===== config.mk =====
export PLATFORM = sky130hd
export DESIGN_NAME = cam_capture_flat
export DESIGN_NICKNAME = d
export VERILOG_FILES = /design/src/rtl/cam_pkg.sv /design/src/rtl/cam_capture_if.sv /design/src/rtl/cam_px_pack.sv /design/src/rtl/cam_capture.sv /design/src/flat_wrapper.sv
export SDC_FILE = /design/constraint.sdc
export NUM_CORES = 1
export LEC_CHECK = 0
export CAP_MARGIN = 20
export CORE_UTILIZATION = 55
export CTS_BUF_LIST = sky130_fd_sc_hd__clkbuf_8
export CTS_CLUSTER_DIAMETER = 30
export CTS_CLUSTER_SIZE = 16
export DETAILED_ROUTE_END_ITERATION = 10
export MAX_ROUTING_LAYER = met4
export PLACE_DENSITY = 0.93
export SYNTH_ARGS = -nofsm -noshare
export SYNTH_HDL_FRONTEND = slang
export SYNTH_SLANG_ARGS = --single-unit
export TNS_END_PERCENT = 5

===== constraint.sdc =====
create_clock -name clk -period 3.46 [get_ports clk]
set_clock_uncertainty 0.05 [all_clocks]
set_input_delay 0.692 -clock clk [delete_from_list [all_inputs] [get_ports clk]]
set_output_delay 0.692 -clock clk [all_outputs]
set_load 0.02 [all_outputs]

===== src/rtl/cam_pkg.sv =====
// cam_pkg: frame geometry, pixel width and FSM encoding shared by the capture path (PX_W set by CAM_CAPTURE_RGB444_EN)
package cam_pkg;
  localparam int H_PIXELS = 160;
  localparam int V_LINES = 120;
  localparam int FRAME_PIXELS = H_PIXELS * V_LINES;
  localparam int ADDR_W = 15;
  localparam int COL_W = $clog2(H_PIXELS + 1);
  localparam int LINE_W = $clog2(V_LINES + 2);
`ifdef CAM_CAPTURE_RGB444_EN
  localparam int PX_W = 12;
`else
  localparam int PX_W = 8;
`endif
  typedef enum logic [1:0] {IDLE, WAIT_HREF, BYTE_HI, BYTE_LO} state_e;
endpackage


===== src/rtl/cam_capture_if.sv =====
// cam_capture_if: camera pins plus frame-buffer write port; master drives the camera side, slave is the capture block
interface cam_capture_if;
  import cam_pkg::*;
  logic capture_en;
  logic CAM_VSYNC;
  logic CAM_HREF;
  logic [7:0] CAM_px_data;
  logic [ADDR_W-1:0] mem_addr;
  logic [PX_W-1:0] mem_data;
  logic mem_we;
  logic frame_done;
  logic frame_err;
  modport master (
    output capture_en, CAM_VSYNC, CAM_HREF, CAM_px_data,
    input  mem_addr, mem_data, mem_we, frame_done, frame_err
  );
  modport slave (
    input  capture_en, CAM_VSYNC, CAM_HREF, CAM_px_data,
    output mem_addr, mem_data, mem_we, frame_done, frame_err
  );
endinterface


===== src/rtl/cam_px_pack.sv =====
// cam_px_pack: combinational RGB565 byte pair to RGB332, or RGB444 when CAM_CAPTURE_RGB444_EN is defined
module cam_px_pack
  import cam_pkg::*;
(
  input  logic [7:0]      hi_i,
  input  logic [7:0]      lo_i,
  output logic [PX_W-1:0] px_o
);
  logic unused_bits;
`ifdef CAM_CAPTURE_RGB444_EN
  assign px_o = {hi_i[7:4], hi_i[2:0], lo_i[7], lo_i[4:1]};
  assign unused_bits = ^{hi_i[3], lo_i[6:5], lo_i[0]};
`else
  assign px_o = {hi_i[7:5], hi_i[2:0], lo_i[4:3]};
  assign unused_bits = ^{hi_i[4:3], lo_i[7:5], lo_i[2:0]};
`endif
endmodule


===== src/rtl/cam_capture.sv =====
// cam_capture: samples OV7670 byte pairs, packs them and writes a linear frame buffer, flagging full/truncated frames
// Pixel format selected by CAM_CAPTURE_RGB444_EN (see cam_px_pack).
module cam_capture
  import cam_pkg::*;
(
  input logic clk,
  input logic rst,
  cam_capture_if.slave bus
);
  state_e state_q, state_d;
  logic vs_q, vs_rise, vs_fall, in_line, line_end, start, live, take_hi, take_lo, col_ok, wr;
  logic [7:0] hi_q, hi_d;
  logic [COL_W-1:0] col_q, col_d;
  logic [LINE_W-1:0] line_q, line_d, line_tot;
  logic [ADDR_W-1:0] base_q, base_d, addr_q, addr_d;
  logic [PX_W-1:0] px, data_q, data_d;
  logic we_q, we_d, done_q, done_d, err_q, err_d;

  cam_px_pack u_pack (.hi_i(hi_q), .lo_i(bus.CAM_px_data), .px_o(px));

  assign vs_rise  = bus.CAM_VSYNC & ~vs_q;
  assign vs_fall  = ~bus.CAM_VSYNC & vs_q;
  assign in_line  = state_q == BYTE_HI || state_q == BYTE_LO;
  assign line_end = in_line & ~bus.CAM_HREF;
  assign start    = state_q == IDLE && vs_fall && bus.capture_en;
  assign live     = state_q != IDLE && !vs_rise;
  assign take_hi  = live && bus.CAM_HREF && state_q != BYTE_LO;
  assign take_lo  = live && bus.CAM_HREF && state_q == BYTE_LO;
  assign col_ok   = col_q < COL_W'(H_PIXELS);
  assign wr       = take_lo && col_ok && line_q < LINE_W'(V_LINES);
  // a line whose HREF falls on the VSYNC-rise edge still counts toward the frame
  assign line_tot = line_q + LINE_W'(line_end);

  always_ff @(posedge clk) begin
    if (rst) begin
      state_q <= IDLE;
      vs_q    <= 1'b0;
      hi_q    <= '0;
      col_q   <= '0;
      line_q  <= '0;
      base_q  <= '0;
      addr_q  <= '0;
      data_q  <= '0;
      we_q    <= 1'b0;
      done_q  <= 1'b0;
      err_q   <= 1'b0;
    end else begin
      state_q <= state_d;
      vs_q    <= bus.CAM_VSYNC;
      hi_q    <= hi_d;
      col_q   <= col_d;
      line_q  <= line_d;
      base_q  <= base_d;
      addr_q  <= addr_d;
      data_q  <= data_d;
      we_q    <= we_d;
      done_q  <= done_d;
      err_q   <= err_d;
    end
  end

  always_comb begin
    state_d = state_q == IDLE ? (start ? WAIT_HREF : IDLE) :
              vs_rise ? IDLE :
              bus.CAM_HREF ? (state_q == BYTE_LO ? BYTE_HI : BYTE_LO) :
              in_line ? WAIT_HREF : state_q;
  end

  // line counter saturates just past V_LINES so overlong frames still report an error
  always_comb begin
    hi_d   = take_hi ? bus.CAM_px_data : hi_q;
    col_d  = start || (live && line_end) ? '0 : col_q + COL_W'(take_lo && col_ok);
    line_d = start ? '0 : line_q + LINE_W'(live && line_end && line_q <= LINE_W'(V_LINES));
    base_d = start ? '0 :
             live && line_end && line_q < LINE_W'(V_LINES) ? base_q + ADDR_W'(H_PIXELS) : base_q;
    addr_d = wr ? base_q + ADDR_W'(col_q) : addr_q;
    data_d = wr ? px : data_q;
    we_d   = wr;
    done_d = state_q != IDLE && vs_rise && line_tot == LINE_W'(V_LINES);
    err_d  = state_q != IDLE && vs_rise && line_tot != LINE_W'(V_LINES);
  end

  assign bus.mem_addr   = addr_q;
  assign bus.mem_data   = data_q;
  assign bus.mem_we     = we_q;
  assign bus.frame_done = done_q;
  assign bus.frame_err  = err_q;
endmodule


===== src/flat_wrapper.sv =====
// flat-port wrapper written by rule: the top's interface ports become plain ports
module cam_capture_flat import cam_pkg::*;
  (clk, rst, bus_capture_en, bus_CAM_VSYNC, bus_CAM_HREF, bus_CAM_px_data, bus_mem_addr, bus_mem_data, bus_mem_we, bus_frame_done, bus_frame_err);
  cam_capture_if bus_i ();
  input logic clk;
  input logic rst;
  input wire logic [$bits(bus_i.capture_en)-1:0] bus_capture_en;
  input wire logic [$bits(bus_i.CAM_VSYNC)-1:0] bus_CAM_VSYNC;
  input wire logic [$bits(bus_i.CAM_HREF)-1:0] bus_CAM_HREF;
  input wire logic [$bits(bus_i.CAM_px_data)-1:0] bus_CAM_px_data;
  output wire logic [$bits(bus_i.mem_addr)-1:0] bus_mem_addr;
  output wire logic [$bits(bus_i.mem_data)-1:0] bus_mem_data;
  output wire logic [$bits(bus_i.mem_we)-1:0] bus_mem_we;
  output wire logic [$bits(bus_i.frame_done)-1:0] bus_frame_done;
  output wire logic [$bits(bus_i.frame_err)-1:0] bus_frame_err;
  assign bus_i.capture_en = bus_capture_en;
  assign bus_i.CAM_VSYNC = bus_CAM_VSYNC;
  assign bus_i.CAM_HREF = bus_CAM_HREF;
  assign bus_i.CAM_px_data = bus_CAM_px_data;
  assign bus_mem_addr = bus_i.mem_addr;
  assign bus_mem_data = bus_i.mem_data;
  assign bus_mem_we = bus_i.mem_we;
  assign bus_frame_done = bus_i.frame_done;
  assign bus_frame_err = bus_i.frame_err;
  cam_capture u_core (.clk(clk), .rst(rst), .bus(bus_i));
endmodule

; ---- Yosys cells after proc, flatten, opt, wreduce, memory -nomap -nowiden
; Index checks and enable logic that the tools add are counted.
[op_classes]
addsub = 5
magnitude_cmp = 3
eq_ne = 5
mux = 6
bitwise_logic = 6
n_reduce_logical = 22
[ops]
columns = cell, count
row1 = $add 15x8->15, 1
row2 = $add 15x8->15 const B, 1
row3 = $add 7x1->7, 2
row4 = $logic_and 1x1->1, 14
row5 = $add 8x1->8, 1
row6 = $lt 8x8->1 const B, 1
row7 = $mux 2, 4
row8 = $eq 7x7->1 const B, 1
row9 = $le 7x7->1 const B, 1
row10 = $lt 7x7->1 const B, 1
row11 = $ne 7x7->1 const B, 1
row12 = $eq 2x2->1 const B, 2
row13 = $reduce_bool 4->1, 1
row14 = $reduce_or 2->1, 2
row15 = $and 1x1->1, 3
row16 = $not 1->1, 3
row17 = $logic_not 2->1, 1
row18 = $logic_or 1x1->1, 2
row19 = $mux 1, 2
row20 = $ne 2x2->1 const B, 1
row21 = $reduce_bool 2->1, 1
row22 = $logic_not 1->1, 1
[word_totals]
ff_bits = 67
out_inout_bits = 26
elab_cells = 58

; ---- Longest topological paths before layout
[logic_depth]
depth_word = 8
depth_mapped = 9

; ---- Modules after synthesis
; A second synthesis with hierarchy kept.
[hier_totals]
hier_cells = 305
area_unflattened_um2 = 2682.6
[by_module_without_submodules]
columns = module, instances, cells_each, area_per_inst_um2, seq_area_each_um2
row1 = cam_capture, 1, 297, 2622.5, 1241.2
row2 = cam_px_pack, 1, 8, 60.1, 0.0

; ---- Least setup slack after synthesis
; OpenSTA, ideal clock, no wires.
[synth_timing]
path_kind = in2reg
from = input port bus_CAM_HREF
to = register u_core.base_q[12]
arrival_ns = 2.005
required_time_ns = 3.340
path_slack_ns = 1.335
stages = 5
cell_sequence = nand2b_1 -> or4_1 -> buf_2 -> or4_1 -> a21oi_1
[synth_via]
elab_chain_len = 4
[synth_rtl]
columns = item, line
row1 = "start, declared", flat_wrapper.sv:9  ; input wire logic [$bits(bus_i.CAM_HREF)-1:0] bus_CAM_HREF;
row2 = $not 1->1, cam_capture.sv:24  ; assign line_end = in_line & ~bus.CAM_HREF;
row3 = $and 1x1->1, cam_capture.sv:24
row4 = $logic_and 1x1->1 (2 in series), cam_capture.sv:75  ; live && line_end && line_q < LINE_W'(V_LINES) ? base_q + ADDR_W'(H_PIXELS) : base_q;
row5 = "end signal, assigned", cam_capture.sv:53  ; base_q <= base_d;
row6 = "end, declared", cam_capture.sv:15  ; logic [ADDR_W-1:0] base_q, base_d, addr_q, addr_d;
; Every way passes these cells.
; A chain may end at the register's enable or synchronous reset.

; ---- Worst setup path in the final report
; Ends and elaborated chain as after synthesis.

==> key figures <==
Global routing
  • GRT met2 Usage: 39.91%
  • First-pass GRT wire length: 9273 microns
  • Gr usage total: 25.37%
  • Gr busiest metal: met2
  • Pin count of the biggest net entering global routing: 34
  • Total grt overflow: 0
  • GR Util met1: around 29%
  • Vias in the first global route: 2071
  • Grt met3 use: 9.524%
  • Initial antenna violation count: 0

Floorplanning
  • DIE HEIGHT: ~70 microns
  • Chip Width: around 70 microns
  • Core ar.: 4444 sq um
  • Boundary Pins: 39
  • # rows: 24
  • Initial Util: approximately 58%
  • Die area: 4969 sq um

Flow run
  • Max-Cap Viols: 0

Detailed routing
  • Vias: between 2000 and 2500
  • Vias per inst: 5.703
  • Drt wl/cell: 14.48 microns
  • DR iter-0 viols: 113
  • Router iterations before antenna repair: 7
  • Routed WL: 5603 microns
  • # DRC: 6
  • DRT antenna net count: 0

Clocking
  • Post-CTS setup buffers: 0
  • Clock Path Buffers: 2
  • CTS tree: yes
  • H-tree Lvls: 3
  • Worst-Skew Late Latency: 0.35 ns
  • Cts repair resizes: 0
  • CTS sink cnt: 60
  • Num CTS Buffers: 9
  • CTS root buf: clkbuf_8
  • Worst-path clk slew: 0.07 ns
  • Hold_buf cts: 0

Power and ir drop
  • Switch Pwr: 0.2892 mW
  • Final Total Pwr: 1.345 mW
  • Clock share of power: 45.5%
  • Internal: between 1 and 1.5 mW
  • Sw Ratio: 21.50%
  • Pwr dens: around 420 nW/um^2
  • Static Leak: 1.244 nW
  • Peak supply drop: 286.6 uV
  • Reg power frac: 51.6%
  • Combinational fraction of design power: 2.9%

Finish
  • Layout cells sized above 1: under 10%
  • Syn-to-layout area delta: 24.01%
  • Register Area: 1201 sq um
  • Finished Cell Area: 3199 sq um
  • # fillers: ~340
  • N_diodes: 0
  • Multi-input logic area: approximately 1300 sq um
  • Final core utilization: between 70% and 80%
  • Layout Cells excl Fill: just under 400
  • Nets@finish: 354

Logic synthesis
  • Register bit count reported by yosys: 60
  • Post-synth cell types: 38
  • Syn Inst Count: 290
  • Post-Syn Nets: 314
  • Asr flop ratio synth: 0%
  • Synth top area share: 46.56%
  • Mapped Area: 2580 sq um
  • Post-synth EDFFs: 0
  • Area contributors post-synth: dfxtp_1, nand2_1, nor2_1
  • Leading area contributor after synthesis: dfxtp_1
  • Top FF cell, synth: dfxtp_1
  • Avg Cell Area, Syn: 8.896 sq um
  • Seq/Total Area, Yosys: 46.56%
  • Yosys synthesis warning count: 0

Setup path
  • WP data arrival: 2.63 ns
  • Critical path's largest stage delay: 0.66 ns
  • CP required: 3.68 ns
  • CP endpoint kind: flop
  • Slowest stage cell, crit path: or4_1
  • Most used cell, CP: or4_1
  • Delay-heaviest family, CP: simple AND/OR/NAND/NOR gates
  • CP startpoint kind: input port
  • WP buf/inv: 1
  • Crit path kind: in -> reg
  • Crit path cell chain: clkdlybuf4s50_1 > nand2b_1 > or4_1 > or4_1 > a21oi_1
  • Critical path peak fanout: 7

Hold path
  • Worst min path class: reg -> reg

Timing
  • Min cycle time layout: 2.405 ns
  • Final period util: 69.50%
  • Worst slew pin tran: 0.5731 ns
  • Worst Slack Setup Final: 1.055 ns
  • Max Freq: 0.4158 GHz
  • RSZ-0062 raised after global routing: no
  • Slew HR: 61.56%
  • Final-report hold violation count: 0
  • Final slew viol count: 0
  • Hold Slack: 0.3994 ns
  • Setup-failing EPs final: 0
  • Post-route setup TNS: 0 ns

Place
  • DP Worst Slack: 0.7375 ns
  • Dpl cell area: about 3000 sq um
  • Routability cong.: 0.8459
  • Final HPWL DP: about 3800 microns
  • IO buf count: 38
  • Dpl cells: approximately 370

Outcome
  • Status: complete, but fails checks
  • Failing checks: DRC
==> worst register-to-register path, stage by stage, from the launching register on <==
cell and delay [ns]:
dfxtp_1 0.37, o21ai_0 0.34, and4_1 0.57, buf_4 0.28, nor2_1 0.07, a211oi_1 0.22
==> routing by layer <==
layer,vias to the layer above,share of wire (%)
met5,-,0
met4,0,2.5
met3,13,4.9
met2,52,49
met1,1048,44
li1,1094,-
==> final timing paths <==
path | start | cells past startpoint | slack [ns] | endpoint
max | bus_CAM_HREF | 5 | 1.06 | u_core.base_q[12]
min | u_core.hi_q[0] | 2 | 0.40 | u_core.bus.mem_data[2]
max reg2reg | u_core.col_q[6] | 5 | 1.47 | u_core.bus.mem_addr[9]
min reg2reg | u_core.hi_q[0] | 2 | 0.40 | u_core.bus.mem_data[2]
==> state kept, by name, indices dropped and copies added (netlist names), 2 cells and up <==
register / flops
u_core.state_q: 2
u_core.bus.mem_data: 8
u_core.base_q: 10
u_core.col_q: 8
u_core.bus.mem_addr: 15
u_core.line_q: 7
u_core.hi_q: 6
==> placed cells by master, fill, tap and decap left out, types with 7 or more instances in the layout <==
master           netlist  routed
nor3_1                 7       7
and3_1                 7       7
nand4_1                8       8
clkbuf_8               0      10
ha_1                  10      10
xnor2_1               11      11
a211oi_1               8       8
clkdlybuf4s50_1        0      38
xor2_1                11      11
nand2_1               41      41
mux2i_1                7       7
dfxtp_1               60      60
nor2_1                36      36
a21oi_1               22      22
==> final cells by class <==
class | instances | share of cell area, %
Sequential cell | 60 | 37.54
Clock inverter | 6 | 1.760
Clock buffer | 10 | 4.302
Tap cell | 52 | 2.034
Inverter | 2 | 0.2346
Timing Repair Buffer | 42 | 12.83
Multi-Input combinational cell | 215 | 41.30
==> power groups by stage <==
| stage | registers, mW | logic, mW | clock network [mW] |
|---|---|---|---|
| detailed placement | 0.710 | 0.0382 | 0 |
| global route | 0.694 | 0.0422 | 0.647 |
| floorplan | 0.709 | 0.0189 | 0 |
| CTS | 0.694 | 0.0387 | 0.620 |
| global placement | 0.709 | 0.0374 | 0 |
| finish | 0.694 | 0.0386 | 0.612 |
==> logic make-up (layout without fill, tap and decap cells) <==
| kind of cell | after synthesis | after routing | share of synthesized area [%] |
|---|---|---|---|
| buffers and inverters | 15 | 60 | 2.231 |
| and+or+nand+nor | 127 | 127 | 23.52 |
| AOI/OAI and AO/OA | 48 | 48 | 11.88 |
| adders and majority gates | 11 | 11 | 5.626 |
| DFF | 60 | 60 | 46.56 |
| xor gates and xnor gates | 22 | 22 | 7.468 |
| muxes | 7 | 7 | 2.716 |
==> synthesized netlist by cell type (7+ instances only) <==
master / n
ha_1: 10
mux2i_1: 7
xor2_1: 11
a211oi_1: 8
clkbuf_1: 11
a21oi_1: 22
dfxtp_1: 60
nand2_1: 41
and3_1: 7
xnor2_1: 11
nor3_1: 7
nand4_1: 8
nor2_1: 36
Note: power is estimated with default switching activity, not from simulation.
